`src/rtl/mmio_uart_tx.sv`:
```
// Memory-mapped UART transmitter: TXDATA/STATUS registers, small TX FIFO and a 8N1 serializer.
// Define MMIO_UART_TX_PARITY_EN to insert an even-parity bit between data and stop (8E1 frame).
module mmio_uart_tx #(
    parameter int unsigned  n            = 16,
    parameter logic [n-1:0] BASE_ADDR    = 16'hFF00,
    parameter int unsigned  CLKS_PER_BIT = 16,
    parameter int unsigned  FIFO_DEPTH   = 4
) (
    input  logic         clk,
    input  logic         reset,
    input  logic         memwrite,
    input  logic [n-1:0] dataadr,
    input  logic [n-1:0] writedata,
    output logic [n-1:0] readdata,
    output logic         tx
);

    localparam int unsigned  PW          = $clog2(FIFO_DEPTH);
    localparam int unsigned  CW          = $clog2(FIFO_DEPTH + 1);
    localparam int unsigned  TW          = $clog2(CLKS_PER_BIT);
    localparam logic [n-1:0] STATUS_ADDR = BASE_ADDR + n'(2);
    localparam logic [TW-1:0] TIMER_LAST = TW'(CLKS_PER_BIT - 1);
    localparam logic [CW-1:0] DEPTH_C    = CW'(FIFO_DEPTH);

`ifdef MMIO_UART_TX_PARITY_EN
    typedef enum logic [2:0] {IDLE = 3'd0, START = 3'd1, DATA = 3'd2, PARITY = 3'd3, STOP = 3'd4} state_t;
`else
    typedef enum logic [1:0] {IDLE = 2'd0, START = 2'd1, DATA = 2'd2, STOP = 2'd3} state_t;
`endif

    state_t          state_r, state_s;
    logic [TW-1:0]   timer_r, timer_s;
    logic [2:0]      bitidx_r, bitidx_s;
    logic [7:0]      shift_r, shift_s;
    logic            tx_r, tx_s;

    logic [7:0]      mem_r [FIFO_DEPTH];
    logic [PW-1:0]   wptr_r, rptr_r;
    logic [CW-1:0]   count_r;
    logic            overflow_r;

    logic            push_req_s, push_s, pop_s, clr_ovf_s;
    logic            full_s, empty_s, busy_s, timer_end_s;
    logic            unused_s;

    assign full_s      = (count_r == DEPTH_C);
    assign empty_s     = (count_r == CW'(0));
    assign busy_s      = (state_r != IDLE);
    assign timer_end_s = (timer_r == TIMER_LAST);
    assign push_req_s  = memwrite && (dataadr == BASE_ADDR);
    assign clr_ovf_s   = memwrite && (dataadr == STATUS_ADDR) && writedata[3];
    // A full FIFO still accepts a byte when the serializer pops in the same cycle.
    assign push_s      = push_req_s && (!full_s || pop_s);
    assign unused_s    = ^writedata[n-1:8];
    assign tx          = tx_r;

    // Frame sequencer: next state, bit timer, bit index, shifter load and FIFO pop.
    always_comb begin
        state_s  = state_r;
        timer_s  = timer_end_s ? TW'(0) : timer_r + TW'(1);
        bitidx_s = bitidx_r;
        shift_s  = shift_r;
        pop_s    = 1'b0;
        case (state_r)
            IDLE: begin
                timer_s  = TW'(0);
                bitidx_s = 3'd0;
                if (!empty_s) begin
                    pop_s   = 1'b1;
                    shift_s = mem_r[rptr_r];
                    state_s = START;
                end else begin
                    state_s = IDLE;
                end
            end
            START: begin
                if (timer_end_s) begin
                    bitidx_s = 3'd0;
                    state_s  = DATA;
                end else begin
                    state_s  = START;
                end
            end
            DATA: begin
                if (timer_end_s && (bitidx_r == 3'd7)) begin
`ifdef MMIO_UART_TX_PARITY_EN
                    state_s  = PARITY;
`else
                    state_s  = STOP;
`endif
                end else if (timer_end_s) begin
                    bitidx_s = bitidx_r + 3'd1;
                end else begin
                    state_s  = DATA;
                end
            end
`ifdef MMIO_UART_TX_PARITY_EN
            PARITY: begin
                if (timer_end_s) begin
                    state_s = STOP;
                end else begin
                    state_s = PARITY;
                end
            end
`endif
            STOP: begin
                if (timer_end_s && !empty_s) begin
                    pop_s    = 1'b1;
                    shift_s  = mem_r[rptr_r];
                    bitidx_s = 3'd0;
                    state_s  = START;
                end else if (timer_end_s) begin
                    state_s  = IDLE;
                end else begin
                    state_s  = STOP;
                end
            end
            default: begin
                state_s  = IDLE;
                timer_s  = TW'(0);
                bitidx_s = 3'd0;
            end
        endcase
    end

    // Line level for the state being entered, so tx is registered with its state.
    always_comb begin
        case (state_s)
            START:   tx_s = 1'b0;
            DATA:    tx_s = shift_s[bitidx_s];
`ifdef MMIO_UART_TX_PARITY_EN
            PARITY:  tx_s = ^shift_s;
`endif
            default: tx_s = 1'b1;
        endcase
    end

    // Serializer state registers.
    always_ff @(posedge clk) begin
        if (reset) begin
            state_r  <= IDLE;
            timer_r  <= TW'(0);
            bitidx_r <= 3'd0;
            shift_r  <= 8'h00;
            tx_r     <= 1'b1;
        end else begin
            state_r  <= state_s;
            timer_r  <= timer_s;
            bitidx_r <= bitidx_s;
            shift_r  <= shift_s;
            tx_r     <= tx_s;
        end
    end

    // FIFO pointers, occupancy and sticky overflow flag.
    always_ff @(posedge clk) begin
        if (reset) begin
            wptr_r     <= PW'(0);
            rptr_r     <= PW'(0);
            count_r    <= CW'(0);
            overflow_r <= 1'b0;
        end else begin
            if (push_s) begin
                wptr_r <= wptr_r + PW'(1);
            end
            if (pop_s) begin
                rptr_r <= rptr_r + PW'(1);
            end
            case ({push_s, pop_s})
                2'b10:   count_r <= count_r + CW'(1);
                2'b01:   count_r <= count_r - CW'(1);
                default: count_r <= count_r;
            endcase
            if (push_req_s && !push_s) begin
                overflow_r <= 1'b1;
            end else if (clr_ovf_s) begin
                overflow_r <= 1'b0;
            end
        end
    end

    // FIFO storage; contents are don't-care while the pointers say empty.
    always_ff @(posedge clk) begin
        if (push_s && !reset) begin
            mem_r[wptr_r] <= writedata[7:0];
        end
    end

    // Load path: only STATUS returns data.
    always_comb begin
        readdata = n'(0);
        if (dataadr == STATUS_ADDR) begin
            readdata[3:0]     = {overflow_r, empty_s, full_s, busy_s};
            readdata[4 +: CW] = count_r;
        end else begin
            readdata = n'(0);
        end
    end

endmodule

```
`config.mk`:
```
export PLATFORM = sky130hd
export DESIGN_NAME = mmio_uart_tx
export DESIGN_NICKNAME = d
export VERILOG_FILES = /design/src/rtl/mmio_uart_tx.sv
export SDC_FILE = /design/constraint.sdc
export NUM_CORES = 1
export LEC_CHECK = 0
export CAP_MARGIN = 25
export CELL_PAD_IN_SITES_DETAIL_PLACEMENT = 0
export CELL_PAD_IN_SITES_GLOBAL_PLACEMENT = 1
export CORE_UTILIZATION = 44
export DETAILED_ROUTE_END_ITERATION = 8
export HOLD_SLACK_MARGIN = 0.08
export PLACE_DENSITY = 0.93
export SLEW_MARGIN = 20
export SYNTH_ARGS = -nofsm -noshare
export SYNTH_HDL_FRONTEND = slang
export SYNTH_SLANG_ARGS = --single-unit
```
`constraint.sdc`:
```
create_clock -name clk -period 7.4 [get_ports clk]
set_input_delay 0.74 -clock clk [delete_from_list [all_inputs] [get_ports clk]]
set_output_delay 0.74 -clock clk [all_outputs]
set_load 0.03 [all_outputs]
```
==> flow_metrics.py <==
metrics = {
    "final_layout": {
        "layout.nets": 327,
        "final_cells": 359,
        "layout-drive-gt1-share": 0.102,
        "syn_to_final_growth_pct": 19.4,
        "diodes": 0,
        "nFillCells": 541,
    },
    "global_route": {
        "gr-total-overflow": 0,
        "antenna_found_initial": 0,
        "first_global_vias": 1843,
        "grt_pass1_wl_um": 8440,
        "grt_util_all_layers": 0.170,
        "grt_max_degree": 23,
    },
    "route": {
        "drc": 0,
        "drt_pre_antenna_iters": 4,
        "via_per_inst": 5.28,
        "wl_um": 4960,
        "detail-route-antenna-nets": 0,
        "drt_iter0_drc": 104,
        "wl_per_cell_um": 13.8,
        "vias": 1895,
    },
    "clock_network": {
        "cts_sinks": 60,
        "clk-insertion-delay-late_ns": 0.33,
        "tritoncts": "yes",
        "cts_hold_buf": 0,
        "clkTransAtPathRegs_ns": 0.06,
        "cts_setup_buffers": 0,
        "clock_path_buffers": 2,
        "postCtsResizedCells": 0,
        "cts_root_buffer": "clkbuf_8",
        "cts_made_buffers": 9,
        "htree_levels": 3,
    },
    "sta": {
        "setup_tns_ns": 0,
        "timing.fmax_mhz": 270,
        "finClkSkew_ns": 0.00956,
        "setup_viol": 0,
        "fin_crit_sh": 0.500,
        "fin_crit_ns": 3.70,
        "worst_pin_slew_ns": 0.771,
        "slew_violations": 0,
        "slew_headroom": 0.484,
        "rsz0062_at_grt": "false",
        "finalHoldViolCount": 0,
    },
    "power_and_ir_drop": {
        "total_power_mw": 1.02,
        "p_per_area_nw_per_um2": 299,
        "vdd_drop_max_v": 0.000179,
        "p_leak_nw": 1.19,
    },
    "critical_path": {
        "path_buf_inv": 2,
        "worstSetupPathType": "in2out",
        "max_stage_delay_ns": 0.68,
        "worstSetupEndpointType": "output pin",
        "cp.required_ns": 6.66,
        "worst_path_most_repeated_cell": "clkdlybuf4s50_1",
        "critical-path-top-delay-family": "buffers and inverters",
        "critPathLaunchType": "primary input",
        "crit_path_cell_trace": "clkdlybuf4s50_1 > nor4_1 > nand4b_1 > nor3_1 > nand2_1 > nor2_1 > clkdlybuf4s50_1",
        "crit_arrival_ns": 2.96,
        "slowest_stage": "clkdlybuf4s50_1",
        "cp_max_fo": 6,
    },
    "synth": {
        "ys_seq_area_frac": 0.536,
        "yosysTopAreaCell": "edfxtp_1",
        "synth_common_cells": "38 x nor2_1, 32 x edfxtp_1, 28 x dfxtp_1",
        "synth_area_um2": 2840,
        "synth-warning-count": 0,
        "synth_enable_flop_cells": 32,
        "ys.flop_type": "edfxtp_1",
        "yosysMostFrequentCell": "nor2_1",
        "async_flop_share": 0,
        "synth_area_leaders": "edfxtp_1 34%, dfxtp_1 20%, ha_1 5.3%",
        "netlist_instances": 243,
        "synth_cell_types": 52,
        "synth_area_per_cell_um2": 11.7,
        "synth_top_area_frac": 0.338,
        "synth-seq-cells": 60,
    },
    "run_status": {
        "status": "finished clean",
    },
    "placed_design": {
        "place_congestion": 0.787,
        "place_inst": 343,
        "port-buffer-count": 34,
        "dp_hpwl_um": 3700,
    },
    "floorplan": {
        "pin_count": 52,
        "rows": 28,
        "fp.dieW_um": 82.3,
        "chipHeight_um": 82.3,
        "core-area_um2": 6060,
        "die-area_um2": 6780,
        "start_util": 0.469,
    },
    "job": {
        "max_cap_viol_count": 0,
    },
    "worst_hold_path": {
        "hold_class": "reg2reg",
    },
}
[placed cells by master, fill, tap and decap left out, types with 6 or more instances in the layout]
cell type | synthesis | routed
nor2_1 | 38 | 38
clkdlybuf4s50_1 | 0 | 34
edfxtp_1 | 32 | 32
dfxtp_1 | 28 | 28
nand2_1 | 13 | 13
ha_1 | 12 | 12
inv_1 | 9 | 9
a22oi_1 | 9 | 9
conb_1 | 1 | 9
clkbuf_8 | 0 | 9
a21oi_1 | 7 | 7
mux4_2 | 6 | 6
[stage by stage]
stage	hold slack [ns]	area (um^2)	setup slack [ns]	util
6_report	0.448	3390	3.70	0.559
5_1_grt	0.483	3390	3.39	0.559
4_1_cts	0.451	3390	3.68	0.559
3_5_place_dp	0.439	3180	3.69	0.525
3_3_place_gp	0.427	3180	3.76	0.525
2_1_floorplan	0.418	2870	4.70	-
[path summary, 6_finish.rpt]
kind	endpoint	from	cells past startpoint	slack, ns
setup / recovery	readdata[4]	dataadr[0]	7	3.70
hold reg to reg	timer_r[0]$_SDFF_PP0_	timer_r[0]$_SDFF_PP0_	1	0.45
hold / removal	timer_r[0]$_SDFF_PP0_	timer_r[0]$_SDFF_PP0_	1	0.45
setup reg to reg	count_r[2]$_SDFFE_PP0P_	state_r[0]$_SDFF_PP0_	10	4.44
[flip-flops by register name (all words and copies together) (netlist names), named ones only]
name,count
bitidx_r,3
count_r,3
mem_r,32
overflow_r,1
rptr_r,2
shift_r,8
state_r,2
timer_r,4
tx,1
wptr_r,2
[area by class of cell]
class,instances,area (um^2),area share
well taps,75,93.8,0.0277
multi-input cells,164,1190,0.350
clock inverters,5,77.6,0.0229
inverters,10,40.0,0.0118
repair buffers,34,340,0.100
flip-flops and latches,60,1520,0.449
clock buffers,11,131,0.0387
[layer usage]
| layer | track usage | vias to the layer above | part of all wire | wire (um) |
|---|---|---|---|---|
| met5 | 0 | - | 0 | 0 |
| li1 | - | 944 | - | - |
| met3 | 0.0604 | 9 | 0.040 | 196 |
| met2 | 0.269 | 37 | 0.48 | 2370 |
| met4 | 0.0579 | 0 | 0.014 | 67 |
| met1 | 0.217 | 905 | 0.47 | 2330 |
[kinds of logic (layout without fill, tap and decap cells)]
logic type	count (synthesis)	count (layout)	synth area share
flip-flops	60	60	0.536
XOR/XNOR	6	6	0.0185
AO/OA/AOI/OAI	34	34	0.0833
buffers and inverters	27	60	0.0573
other	1	9	0.00132
adder cells (fa/ha/maj)	13	13	0.0599
multiplexers	13	13	0.0837
AND/OR/NAND/NOR	89	89	0.160
[worst register-to-register path: cells and delay by family, from the launching register on]
kind,cells,cell delay [ns]
simple gates,3,1.18
fa+ha+maj,2,0.81
buf+inv,2,0.18
compound gates,3,0.30
flops,1,0.34
[where the power goes]
group	total, mW	switching (mW)	leakage [nW]	internal (mW)
clock network	0.308	0.119	0.103	0.188
registers	0.416	0.0307	0.515	0.385
logic	0.292	0.167	0.572	0.125
total	1.02	0.317	1.19	0.698
No activity file was read; power rests on OpenSTA's default activity.
